$ cat config.mk
export PLATFORM = sky130hd
export DESIGN_NAME = cpu_memory_stage
export DESIGN_NICKNAME = d
export VERILOG_FILES = /design/src/rtl/cpu_memory_stage_pkg.sv /design/src/rtl/cpu_memory_stage_load_store_align.sv /design/src/rtl/cpu_memory_stage.sv
export SDC_FILE = /design/constraint.sdc
export NUM_CORES = 1
export LEC_CHECK = 0
export CELL_PAD_IN_SITES_DETAIL_PLACEMENT = 2
export CELL_PAD_IN_SITES_GLOBAL_PLACEMENT = 2
export CORE_UTILIZATION = 33
export CTS_BUF_LIST = sky130_fd_sc_hd__clkbuf_2
export CTS_CLUSTER_DIAMETER = 80
export DETAILED_ROUTE_END_ITERATION = 8
export PLACE_DENSITY = 0.9
export SLEW_MARGIN = 20
export SYNTH_ARGS = -nofsm -noshare
export SYNTH_HDL_FRONTEND = slang
export SYNTH_SLANG_ARGS = --single-unit
$ cat constraint.sdc
create_clock -name i_clock -period 9.9 [get_ports i_clock]
set_input_delay 1.98 -clock i_clock [delete_from_list [all_inputs] [get_ports i_clock]]
set_output_delay 1.98 -clock i_clock [all_outputs]
set_load 0.05 [all_outputs]
$ cat src/rtl/cpu_memory_stage_pkg.sv
// Shared types for the memory stage.
//   execute_data_t : item handed over by execute (tag handshake + memory op)
//   memory_data_t  : item handed on to writeback
//   mem_access_t   : the parts of an accepted memory op kept for its whole bus transaction
package cpu_memory_stage_pkg;

  localparam int TAG_W = 4;
  localparam int REG_W = 5;
  localparam int XLEN  = 32;

  // Access width in bytes; the encoding is the byte count.
  typedef enum logic [2:0] {
    MEM_BYTE = 3'd1,
    MEM_HALF = 3'd2,
    MEM_WORD = 3'd4
  } mem_width_e;

  typedef struct packed {
    logic [TAG_W-1:0] tag;
    logic [REG_W-1:0] inst_rd;
    logic [XLEN-1:0]  rd;
    logic             mem_read;
    logic             mem_write;
    logic             mem_flush;
    mem_width_e       mem_width;
    logic             mem_signed;
    logic [XLEN-1:0]  mem_address;
    logic [REG_W-1:0] mem_inst_rd;
  } execute_data_t;

  typedef struct packed {
    logic [TAG_W-1:0] tag;
    logic [REG_W-1:0] inst_rd;
    logic [XLEN-1:0]  rd;
  } memory_data_t;

  typedef struct packed {
    logic [TAG_W-1:0] tag;
    logic [REG_W-1:0] mem_inst_rd;
    mem_width_e       width;
    logic             sign_extend;
    logic [1:0]       lane;
    logic [XLEN-1:0]  store_data;
  } mem_access_t;

  // Half on an odd byte or word off a word boundary.
  function automatic logic is_misaligned(mem_width_e width, logic [1:0] lane);
    case (width)
      MEM_HALF: return lane[0];
      MEM_WORD: return lane != 2'b00;
      default:  return 1'b0;
    endcase
  endfunction

  // Rounds the byte lane down to the natural boundary of the access.
  function automatic logic [1:0] aligned_lane(mem_width_e width, logic [1:0] lane);
    case (width)
      MEM_HALF: return {lane[1], 1'b0};
      MEM_WORD: return 2'b00;
      default:  return lane;
    endcase
  endfunction

endpackage

$ cat src/rtl/cpu_memory_stage_load_store_align.sv
// Combinational lane handling for the memory stage (cpu_load_store_align).
//   width, sign_extend, lane : access description (lane = address[1:0])
//   rdata                    : word read from the bus
//   store_data               : register value to store (low bytes significant)
//   load_value               : selected lane(s), zero- or sign-extended
//   merged_wdata             : rdata with the addressed lane(s) replaced by store_data
module cpu_memory_stage_load_store_align
  import cpu_memory_stage_pkg::*;
(
  input  mem_width_e  width,
  input  logic        sign_extend,
  input  logic [1:0]  lane,
  input  logic [31:0] rdata,
  input  logic [31:0] store_data,
  output logic [31:0] load_value,
  output logic [31:0] merged_wdata
);

  logic [7:0]  load_byte;
  logic [15:0] load_half;
  logic [3:0]  byte_enable;
  logic [31:0] store_replicated;

  always_comb begin
    load_byte = rdata[{lane, 3'b000} +: 8];
    load_half = lane[1] ? rdata[31:16] : rdata[15:0];
    case (width)
      MEM_BYTE: load_value = {{24{sign_extend & load_byte[7]}}, load_byte};
      MEM_HALF: load_value = {{16{sign_extend & load_half[15]}}, load_half};
      default:  load_value = rdata;
    endcase
  end

  // Replicating the store value puts it in every lane; the byte enables pick the right one.
  always_comb begin
    case (width)
      MEM_BYTE: begin
        store_replicated = {4{store_data[7:0]}};
        byte_enable      = 4'b0001 << lane;
      end
      MEM_HALF: begin
        store_replicated = {2{store_data[15:0]}};
        byte_enable      = lane[1] ? 4'b1100 : 4'b0011;
      end
      default: begin
        store_replicated = store_data;
        byte_enable      = 4'b1111;
      end
    endcase
  end

  for (genvar gi = 0; gi < 4; gi++) begin : g_merge
    assign merged_wdata[gi*8 +: 8] = byte_enable[gi] ? store_replicated[gi*8 +: 8]
                                                      : rdata[gi*8 +: 8];
  end

endmodule

$ cat src/rtl/cpu_memory_stage.sv
// Memory pipeline stage: takes items from execute by tag handshake, runs loads, stores
// (sub-word stores as read-modify-write) and cache flushes on the data bus, and hands
// results to writeback. Non-memory items pass through in one cycle.
//   i_clock, i_reset        : clock, asynchronous active-high reset
//   o_fault                 : sticky misalignment flag
//   o_busy                  : stage cannot take a new item this cycle
//   i_data / o_data         : execute item in, writeback item out
//   o_bus_request/rw/flush  : bus control, held until i_bus_ready
//   o_bus_address/wdata     : word address and write data
//   i_bus_ready/i_bus_rdata : completion pulse and read data
module cpu_memory_stage
  import cpu_memory_stage_pkg::*;
#(
  parameter bit FAULT_ON_MISALIGN = 1'b1
) (
  input  logic          i_clock,
  input  logic          i_reset,
  output logic          o_fault,
  output logic          o_busy,
  input  execute_data_t i_data,
  output memory_data_t  o_data,
  output logic          o_bus_request,
  output logic          o_bus_rw,
  output logic          o_bus_flush,
  output logic [31:0]   o_bus_address,
  output logic [31:0]   o_bus_wdata,
  input  logic          i_bus_ready,
  input  logic [31:0]   i_bus_rdata
);

  typedef enum logic [2:0] {
    ST_IDLE,
    ST_READ,
    ST_WRITE,
    ST_RMW_READ,
    ST_RMW_WRITE,
    ST_FLUSH
  } state_e;

  state_e       state_reg, state_next;
  memory_data_t data_reg, data_next;
  mem_access_t  access_reg, access_next;
  logic         fault_reg, fault_next;
  logic         request_reg, request_next;
  logic         rw_reg, rw_next;
  logic         flush_reg, flush_next;
  logic [31:0]  address_reg, address_next;
  logic [31:0]  wdata_reg, wdata_next;

  logic         new_item, mem_op, misaligned, bus_done;
  logic         accept, accept_pass, accept_flush, accept_access, accept_fault;
  logic [1:0]   lane_in;
  logic [31:0]  load_value, merged_wdata;

  assign new_item   = i_data.tag != data_reg.tag;
  assign mem_op     = i_data.mem_read | i_data.mem_write | i_data.mem_flush;
  assign misaligned = is_misaligned(i_data.mem_width, i_data.mem_address[1:0]);
  assign lane_in    = FAULT_ON_MISALIGN ? i_data.mem_address[1:0]
                                        : aligned_lane(i_data.mem_width, i_data.mem_address[1:0]);

  // Flush wins over read/write if the decoder ever sets both.
  assign accept        = (state_reg == ST_IDLE) && new_item;
  assign accept_pass   = accept && !mem_op;
  assign accept_flush  = accept && i_data.mem_flush;
  assign accept_access = accept && !i_data.mem_flush && (i_data.mem_read || i_data.mem_write);
  assign accept_fault  = accept_access && misaligned && FAULT_ON_MISALIGN;

  // Ready only counts while something is outstanding; the RMW_WRITE gap cycle has nothing.
  assign bus_done = i_bus_ready && (request_reg || flush_reg);

  assign o_busy = (state_reg != ST_IDLE) || (new_item && mem_op);

  cpu_memory_stage_load_store_align u_align (
    .width        (access_reg.width),
    .sign_extend  (access_reg.sign_extend),
    .lane         (access_reg.lane),
    .rdata        (i_bus_rdata),
    .store_data   (access_reg.store_data),
    .load_value   (load_value),
    .merged_wdata (merged_wdata)
  );

  always_ff @(posedge i_clock or posedge i_reset) begin
    if (i_reset) state_reg <= ST_IDLE;
    else         state_reg <= state_next;
  end

  always_comb begin
    state_next = state_reg;
    case (state_reg)
      ST_IDLE: begin
        if (accept_flush)                      state_next = ST_FLUSH;
        else if (accept_access && !accept_fault) begin
          if (i_data.mem_read)                 state_next = ST_READ;
          else if (i_data.mem_width == MEM_WORD) state_next = ST_WRITE;
          else                                 state_next = ST_RMW_READ;
        end
      end
      ST_READ, ST_WRITE, ST_FLUSH, ST_RMW_WRITE:
        if (bus_done) state_next = ST_IDLE;
      ST_RMW_READ:
        if (bus_done) state_next = ST_RMW_WRITE;
      default: state_next = ST_IDLE;
    endcase
  end

  always_comb begin
    data_next    = data_reg;
    access_next  = access_reg;
    fault_next   = fault_reg;
    request_next = request_reg;
    rw_next      = rw_reg;
    flush_next   = flush_reg;
    address_next = address_reg;
    wdata_next   = wdata_reg;
    case (state_reg)
      ST_IDLE: begin
        if (accept_pass) begin
          data_next = '{tag: i_data.tag, inst_rd: i_data.inst_rd, rd: i_data.rd};
        end else if (accept_flush) begin
          flush_next      = 1'b1;
          access_next.tag = i_data.tag;
        end else if (accept_fault) begin
          // Retire the tag anyway so execute is not stalled forever.
          fault_next    = 1'b1;
          data_next.tag = i_data.tag;
        end else if (accept_access) begin
          access_next  = '{tag:         i_data.tag,
                           mem_inst_rd: i_data.mem_inst_rd,
                           width:       i_data.mem_width,
                           sign_extend: i_data.mem_signed,
                           lane:        lane_in,
                           store_data:  i_data.rd};
          address_next = {i_data.mem_address[31:2], 2'b00};
          wdata_next   = i_data.rd;
          rw_next      = i_data.mem_write && (i_data.mem_width == MEM_WORD);
          request_next = 1'b1;
        end
      end
      ST_READ: begin
        if (bus_done) begin
          request_next = 1'b0;
          data_next    = '{tag: access_reg.tag, inst_rd: access_reg.mem_inst_rd, rd: load_value};
        end
      end
      ST_RMW_READ: begin
        // Drop the request here; rw and wdata change only while request is low.
        if (bus_done) begin
          request_next = 1'b0;
          rw_next      = 1'b1;
          wdata_next   = merged_wdata;
        end
      end
      ST_WRITE, ST_RMW_WRITE: begin
        if (!request_reg) begin
          request_next = 1'b1;
        end else if (bus_done) begin
          request_next      = 1'b0;
          rw_next           = 1'b0;
          data_next.inst_rd = '0;
          data_next.tag     = access_reg.tag;
        end
      end
      ST_FLUSH: begin
        if (bus_done) begin
          flush_next    = 1'b0;
          data_next.tag = access_reg.tag;
        end
      end
      default: ;
    endcase
  end

  always_ff @(posedge i_clock or posedge i_reset) begin
    if (i_reset) begin
      data_reg    <= '0;
      access_reg  <= '0;
      fault_reg   <= 1'b0;
      request_reg <= 1'b0;
      rw_reg      <= 1'b0;
      flush_reg   <= 1'b0;
      address_reg <= '0;
      wdata_reg   <= '0;
    end else begin
      data_reg    <= data_next;
      access_reg  <= access_next;
      fault_reg   <= fault_next;
      request_reg <= request_next;
      rw_reg      <= rw_next;
      flush_reg   <= flush_next;
      address_reg <= address_next;
      wdata_reg   <= wdata_next;
    end
  end

  assign o_data        = data_reg;
  assign o_fault       = fault_reg;
  assign o_bus_request = request_reg;
  assign o_bus_rw      = rw_reg;
  assign o_bus_flush   = flush_reg;
  assign o_bus_address = address_reg;
  assign o_bus_wdata   = wdata_reg;

endmodule

# Word level (Yosys, flattened, before mapping)
# Index checks and enable logic that the tools add are counted.
# word_totals
reg_bits	157
inputBits	120
out_inout_bits	110
word_cells	148
# classes
n_eq_ne	27
shift	2
n_mux	55
n_bitwise	7
reduce_logical	41
# op_table
operator	count
$pmux 32 s2	4
$mux 32	5
$mux 47	2
$mux 41	1
$mux 37	1
$mux 8	4
$shiftx 32x6->8	1
$ne 2x2->1 const B	13
$mux 4	6
$mux 9	2
$mux 1	16
$mux 16	1
$pmux 4 s4	1
$pmux 5 s3	1
$eq 3x2->1 const B	4
$mux 3	4
$reduce_and 4->1	3
$reduce_and 6->1	2
$reduce_bool 3->1	4
$logic_and 1x1->1	10
$reduce_and 5->1	2
$reduce_bool 2->1	5
$eq 3x3->1 const B	3
$pmux 3 s3	1
other kinds (22)	36

# Depth between registers and ports, before layout
# Gate-level depths: netlist of run 1.
# logic_depth
depth_word	10
depth_mapped	8
ltp_nobuf	5

# Cells and area by module
# A second synthesis of run 1 with hierarchy kept.
# unflattened
cells_unflattened	820
area_unflattened_um2	8947.3
# by_module_without_submodules
mod	instances	cells_each	area_per_inst_um2	seq_area_each_um2
cpu_memory_stage	1	591	7313.3	3928.8
cpu_memory_stage_load_store_align	1	229	1634.1	0.0

# Worst setup path before layout of run 1
# Ideal clock, no wire load.
# synth_path
path_kind	input to output
from	input i_data[84] in the netlist's numbering
to	output o_busy
arrival_time_ps	3456
t_required_ps	7920
setup_slack_ps	4464
stages	4
n_path_buf	0
path_cell_list	xnor2_1 -> nand4_1 -> inv_1 -> o21ai_0
# synth_between
elab_chain_cells	3
# synth_lines
item	line_no	text
from (decl)	cpu_memory_stage.sv:20	input execute_data_t i_data,
$ne 4x4->1	cpu_memory_stage.sv:55	assign new_item = i_data.tag != data_reg.tag;
$logic_and 1x1->1	cpu_memory_stage.sv:71	assign o_busy = (state_reg != ST_IDLE) || (new_item && mem_op);
$logic_or 1x1->1	cpu_memory_stage.sv:71	
to (decl)	cpu_memory_stage.sv:19	output logic o_busy,
# Every way passes these cells.

# Worst setup path after layout of run 1
# layout_path
from	input i_data[83] in the netlist's numbering
to	output o_busy
# The elaborated chain is that of the path after synthesis.

==> run metrics, run 1 <==
Worst VDD drop 0.000173 V; crit path DAT 4.01 ns; GR Util All Layers 0.253; library cells used by synthesis 64; first-pass GRT wire length 50.0 mm; GPL Wtd Cong 0.869; vias 7537; Syn Std Cell Area 8340 sq um; number of synthesized register bits 157; diode count 0; fillcell total 2581; Antenna Violating Nets Remaining 0; minimum clock period 5.99 ns; TritonCTS clock tree built; max FFs per register 47; total CTS buffers 17; share of cells above drive strength 1 0.152; final worst path period share 0.605; Final setup viols 0; sum of negative setup slack 0 ns; Pleak 4.54 nW; Synth area leader dfrtp_1; most used cell, CP clkdlybuf4s50_1; slowest CP cell clkdlybuf4s50_1; unrepaired setup endpoints after global routing false; slack of the critical path 3.91 ns; clock sink count 157; Vias/cell 5.64; MaxCap Viol Count 0; largest net degree at the start of global routing 84; via count of the first global-routing pass 8393; post-synthesis average cell area 10.4 sq um; Post-CTS Setup Inserts 0; Layout area overhead 32.8%; DRT iter0 DRCs 393; Synth top area share 0.471; CP Cell Sequence clkdlybuf4s50_1 -> xnor2_1 -> nand4_1 -> inv_1 -> o21ai_0 -> clkdlybuf4s50_1; Slew HR 0.286; status completed; Slew @ Worst Pin 1.07 ns; CP Launch Point i_data[83]; Worst Path Required 7.92 ns; kind of capture point of the worst setup path primary output; reg-to-reg setup timing slack 6.70 ns; Die Y 161 microns; Worst Hold Launch o_data[22]; CP max FO 3; max-slew violation count 0; worst skew pair latency 0.77 ns; IO buf count 227; asr flop ratio synth 1.00; core region area 24500 sq um; Final Hold Viols 0; Reg-to-Reg Start access_reg[36]; Largest stage delay, worst path 0.75 ns; GRT overflow 0; initial core utilization 0.340; Layout Nets 1120; die area 25900 sq um; Detail Placement HPWL 23.6 mm; top cells by count, synth 157 x dfrtp_1, 101 x nand2_1, 62 x mux2_2; Mapped Cells 803; Hold Buf Count CTS 0; Pwr per Cell Area 382 nW/um^2; Critical Setup Path Class in2out; pre-CTS setup slack 3.95 ns; Fmax achieved 167 MHz; Die W 161 microns; top area cells in the synthesized netlist dfrtp_1 47%, mux2_2 8.4%, o31ai_1 5.0%, nand2_1 4.5%, o21ai_0 3.7%; number of placed I/O pins 230; initial antenna violation count 2; Max clock buf depth 2; H-tree Lvls 4; Setup crit start kind input pin; Ys Warns 0; sequential share of the synthesized area 0.471; Remaining DRCs 0; Hold Crit Class reg2reg; final WL 32.3 mm; FP Rows 57; Post-synth EDFFs 0; DR WL/cell 24.2 microns; post-CTS sizing 0; Final Skew 0.0526 ns; most frequent cell after synthesis dfrtp_1; Post-synth top flop dfrtp_1; TritonRoute pass-1 iters 4; clk root buf clkbuf_2; Worst-path clk slew 0.27 ns
worst paths after layout:
kind                            cells past startpoint                to
worst max-delay path                                6            o_busy
worst max register to register                      6   o_bus_wdata[22]
min in group asynchronous                           2  o_bus_address[3]
worst min-delay path                                2        o_data[22]
max in group asynchronous                           3    access_reg[13]
worst min register to register                      2        o_data[22]
where the power goes:
part	switching, mW	internal, mW
combinational	1.65	0.952
clock	0.288	0.0865
sequential	0.305	0.954
total	2.24	1.99
critical path, delay by kind of cell:
| kind | cells | cell delay, ns |
|---|---|---|
| buffers and inverters | 3 | 1.35 |
| xor gates and xnor gates | 1 | 0.33 |
| and+or+nand+nor | 1 | 0.23 |
| AOI/OAI and AO/OA | 1 | 0.11 |
placed cells by master (no fill, tap or decap), drive strengths merged, types with 4 or more instances in the layout:
| cell | count |
|---|---|
| clkdlybuf4s50 | 227 |
| a221oi | 16 |
| nor2 | 51 |
| clkinv | 5 |
| nand2 | 101 |
| o22ai | 10 |
| a22oi | 8 |
| nor3b | 4 |
| buf | 11 |
| o31ai | 55 |
| a21oi | 57 |
| a221o | 7 |
| nand2b | 15 |
| dfrtp | 157 |
| xnor2 | 5 |
| nor2b | 14 |
| o21ai | 64 |
| a22o | 5 |
| inv | 15 |
| mux2i | 15 |
| mux2 | 100 |
| clkbuf | 17 |
| a31oi | 11 |
kinds of logic after synthesis:
group	Yosys count	share of synthesized area
AND/OR/NAND/NOR	203	0.110
other	1	0.000450
multiplexers	116	0.165
XOR/XNOR	6	0.00630
AO/OA/AOI/OAI	254	0.208
buffers and inverters	66	0.0393
flip-flops	157	0.471
metrics by stage:
step                       util  power, mW  instances  hold WS [ns]  instance area (sq um)
after floorplan               -       2.96        804         0.474                   8340
after global placement    0.441       3.75       1305         0.460                  10800
after detailed placement  0.441       3.87       1305         0.461                  10800
after CTS                 0.451       4.26       1337         0.522                  11100
after global routing      0.451       4.46       1337         0.550                  11100
final                     0.451       4.23       1337         0.517                  11100
area by class of cell:
class	instances	area, sq um	area share
clock buffers	17	85.1	0.00768
flip-flops and latches	157	3930	0.355
repair buffers	238	2350	0.213
multi-input cells	581	4120	0.372
inverters	5	23.8	0.00215
clock inverters	15	161	0.0146
well taps	324	405	0.0366
per-layer routing:
| layer | GRT usage | up-vias | routed length [microns] |
|---|---|---|---|
| li1 | - | 3322 | - |
| met1 | 0.303 | 3888 | 13100 |
| met2 | 0.436 | 260 | 16100 |
| met3 | 0.0630 | 63 | 1960 |
| met4 | 0.0965 | 4 | 1080 |
| met5 | 0 | - | 26 |
Note: power is estimated with default switching activity, not from simulation.
==> inputs of run 2 (changes only) <==
--- a/config.mk
+++ b/config.mk
@@ -7,11 +7,11 @@
 export LEC_CHECK = 0
 export CELL_PAD_IN_SITES_DETAIL_PLACEMENT = 2
 export CELL_PAD_IN_SITES_GLOBAL_PLACEMENT = 2
-export CORE_UTILIZATION = 33
+export CORE_UTILIZATION = 28
 export CTS_BUF_LIST = sky130_fd_sc_hd__clkbuf_2
 export CTS_CLUSTER_DIAMETER = 80
 export DETAILED_ROUTE_END_ITERATION = 8
-export PLACE_DENSITY = 0.9
+export PLACE_DENSITY = 0.81
 export SLEW_MARGIN = 20
 export SYNTH_ARGS = -nofsm -noshare
 export SYNTH_HDL_FRONTEND = slang
==> constraint.sdc (replaced) <==
create_clock -name i_clock -period 5.2 [get_ports i_clock]
set_input_delay 1.04 -clock i_clock [delete_from_list [all_inputs] [get_ports i_clock]]
set_output_delay 1.04 -clock i_clock [all_outputs]
set_load 0.05 [all_outputs]
==> run metrics, run 2 (same netlist as run 1, synthesis figures left out) <==
M1 GR Usage 0.266; Layout Nets 1120; slack of the critical path 1.09 ns; first-pass GRT wire length 50.8 mm; worst skew pair latency 0.81 ns; GRT met2 Usage 0.381; diode count 0; Pwr per Cell Area 718 nW/um^2; Vias/cell 5.33; most used routing layer met2; unrepaired setup endpoints after global routing false; Setup crit start kind input pin; Hold Path Depth 2; slowest CP cell clkdlybuf4s50_1; number of placed I/O pins 230; Post-CTS Setup Inserts 0; Pleak 4.54 nW; Max clock buf depth 2; largest net degree at the start of global routing 158; CP bufs+invs 2; post-CTS sizing 0; most used cell, CP clkdlybuf4s50_1; reg-to-reg setup timing slack 2.12 ns; worst reg2reg endpoint o_bus_wdata[4]; final worst path period share 0.791; Worst-path clk slew 0.25 ns; Final Core Density 0.385; H-tree Lvls 4; Die Y 175 microns; Tot Pwr 8.02 mW; Hold Crit Class reg2reg; Antenna Violating Nets Remaining 0; TritonCTS clock tree built; GR Util All Layers 0.218; via count of the first global-routing pass 8366; initial antenna violation count 3; clk root buf clkbuf_2; IO buf count 227; Fmax achieved 243 MHz; CP Cell Sequence clkdlybuf4s50_1 -> nor3_1 -> o21ai_0 -> clkdlybuf4s50_1; vias 7449; Worst Path Required 4.16 ns; CP max FO 4; Worst Hold Launch o_bus_wdata[27]; GPL Wtd Cong 0.837; Detail Placement HPWL 23.8 mm; Final Skew 0.0484 ns; Worst Reg-to-Reg Cells 5; status completed; Layout area overhead 34.0%; MaxCap Viol Count 0; share of cells above drive strength 1 0.153; Multi-input gate area 4130 sq um; clock sink count 157; Final Hold Viols 0; Reg-to-Reg Start access_reg[35]; GRT overflow 0; max FFs per register 47; minimum clock period 4.11 ns; commonest non-fill, non-tap cell in the layout clkdlybuf4s50_1; Hold Buf Count CTS 0; sink of the worst hold path o_bus_wdata[27]; crit path DAT 3.07 ns; initial core utilization 0.287; Worst VDD drop 0.000271 V; kind of capture point of the worst setup path primary output; Slew HR 0.310; fillcell total 3118; pre-CTS setup slack 1.09 ns; FF/Latch Area 3930 sq um; total CTS buffers 17; met3 usage in global routing 0.0520; DRT iter0 DRCs 424; Critical Setup Path Class in2out; Slew @ Worst Pin 1.04 ns; FP Rows 62; max-slew violation count 0; core region area 29000 sq um; final WL 32.6 mm; Die W 175 microns; Top delay family on crit path buffers and inverters; DR WL/cell 23.3 microns; most frequent cells in the layout 227 x clkdlybuf4s50_1, 157 x dfrtp_1, 101 x nand2_1; TritonRoute pass-1 iters 5; sum of negative setup slack 0 ns; Remaining DRCs 0; Largest stage delay, worst path 0.75 ns; die area 30500 sq um; Final setup viols 0
[run 2: layer usage]
| metal | vias to the layer above | wire, microns | share of wire |
|---|---|---|---|
| met5 | - | 13 | 0.00040 |
| met4 | 2 | 857 | 0.026 |
| met3 | 53 | 1800 | 0.055 |
| met2 | 259 | 16500 | 0.51 |
| met1 | 3810 | 13400 | 0.41 |
| li1 | 3325 | - | - |
[run 2: worst max-delay path by stage]
stage,start,end,slack (ns),cells after the start
after floorplan,i_data[84],o_busy,1.64,4
after global placement,i_data[84],o_busy,1.15,6
after detailed placement,i_data[84],o_busy,1.09,6
after CTS,state_reg[1],o_busy,1.06,3
after global routing,state_reg[1],o_busy,0.96,3
final,i_data[43],o_busy,1.09,4
[run 2: worst register-to-register path, delay by kind of cell (launching register included)]
family	cells	cell delay [ns]
DFF	1	0.93
AOI/OAI and AO/OA	3	1.19
and+or+nand+nor	2	0.87
[run 2: layout make-up]
class                   instances  area share
clock inverters                15      0.0148
inverters                       5     0.00202
well taps                     384      0.0430
flip-flops and latches        157       0.352
repair buffers                238       0.212
multi-input cells             581       0.369
clock buffers                  17     0.00761
[run 2: through the flow]
step / instance area, sq um / hold WS [ns] / cells
2_1_floorplan: 8350 / 0.474 / 804
3_3_place_gp: 10900 / 0.458 / 1365
3_5_place_dp: 10900 / 0.464 / 1365
4_1_cts: 11200 / 0.521 / 1397
5_1_grt: 11200 / 0.548 / 1397
6_report: 11200 / 0.515 / 1397
[run 2: power breakdown]
group	switching (mW)	total (mW)	internal, mW
registers	0.557	2.37	1.82
clock network	0.564	0.728	0.164
logic	3.11	4.92	1.81
total	4.23	8.02	3.79
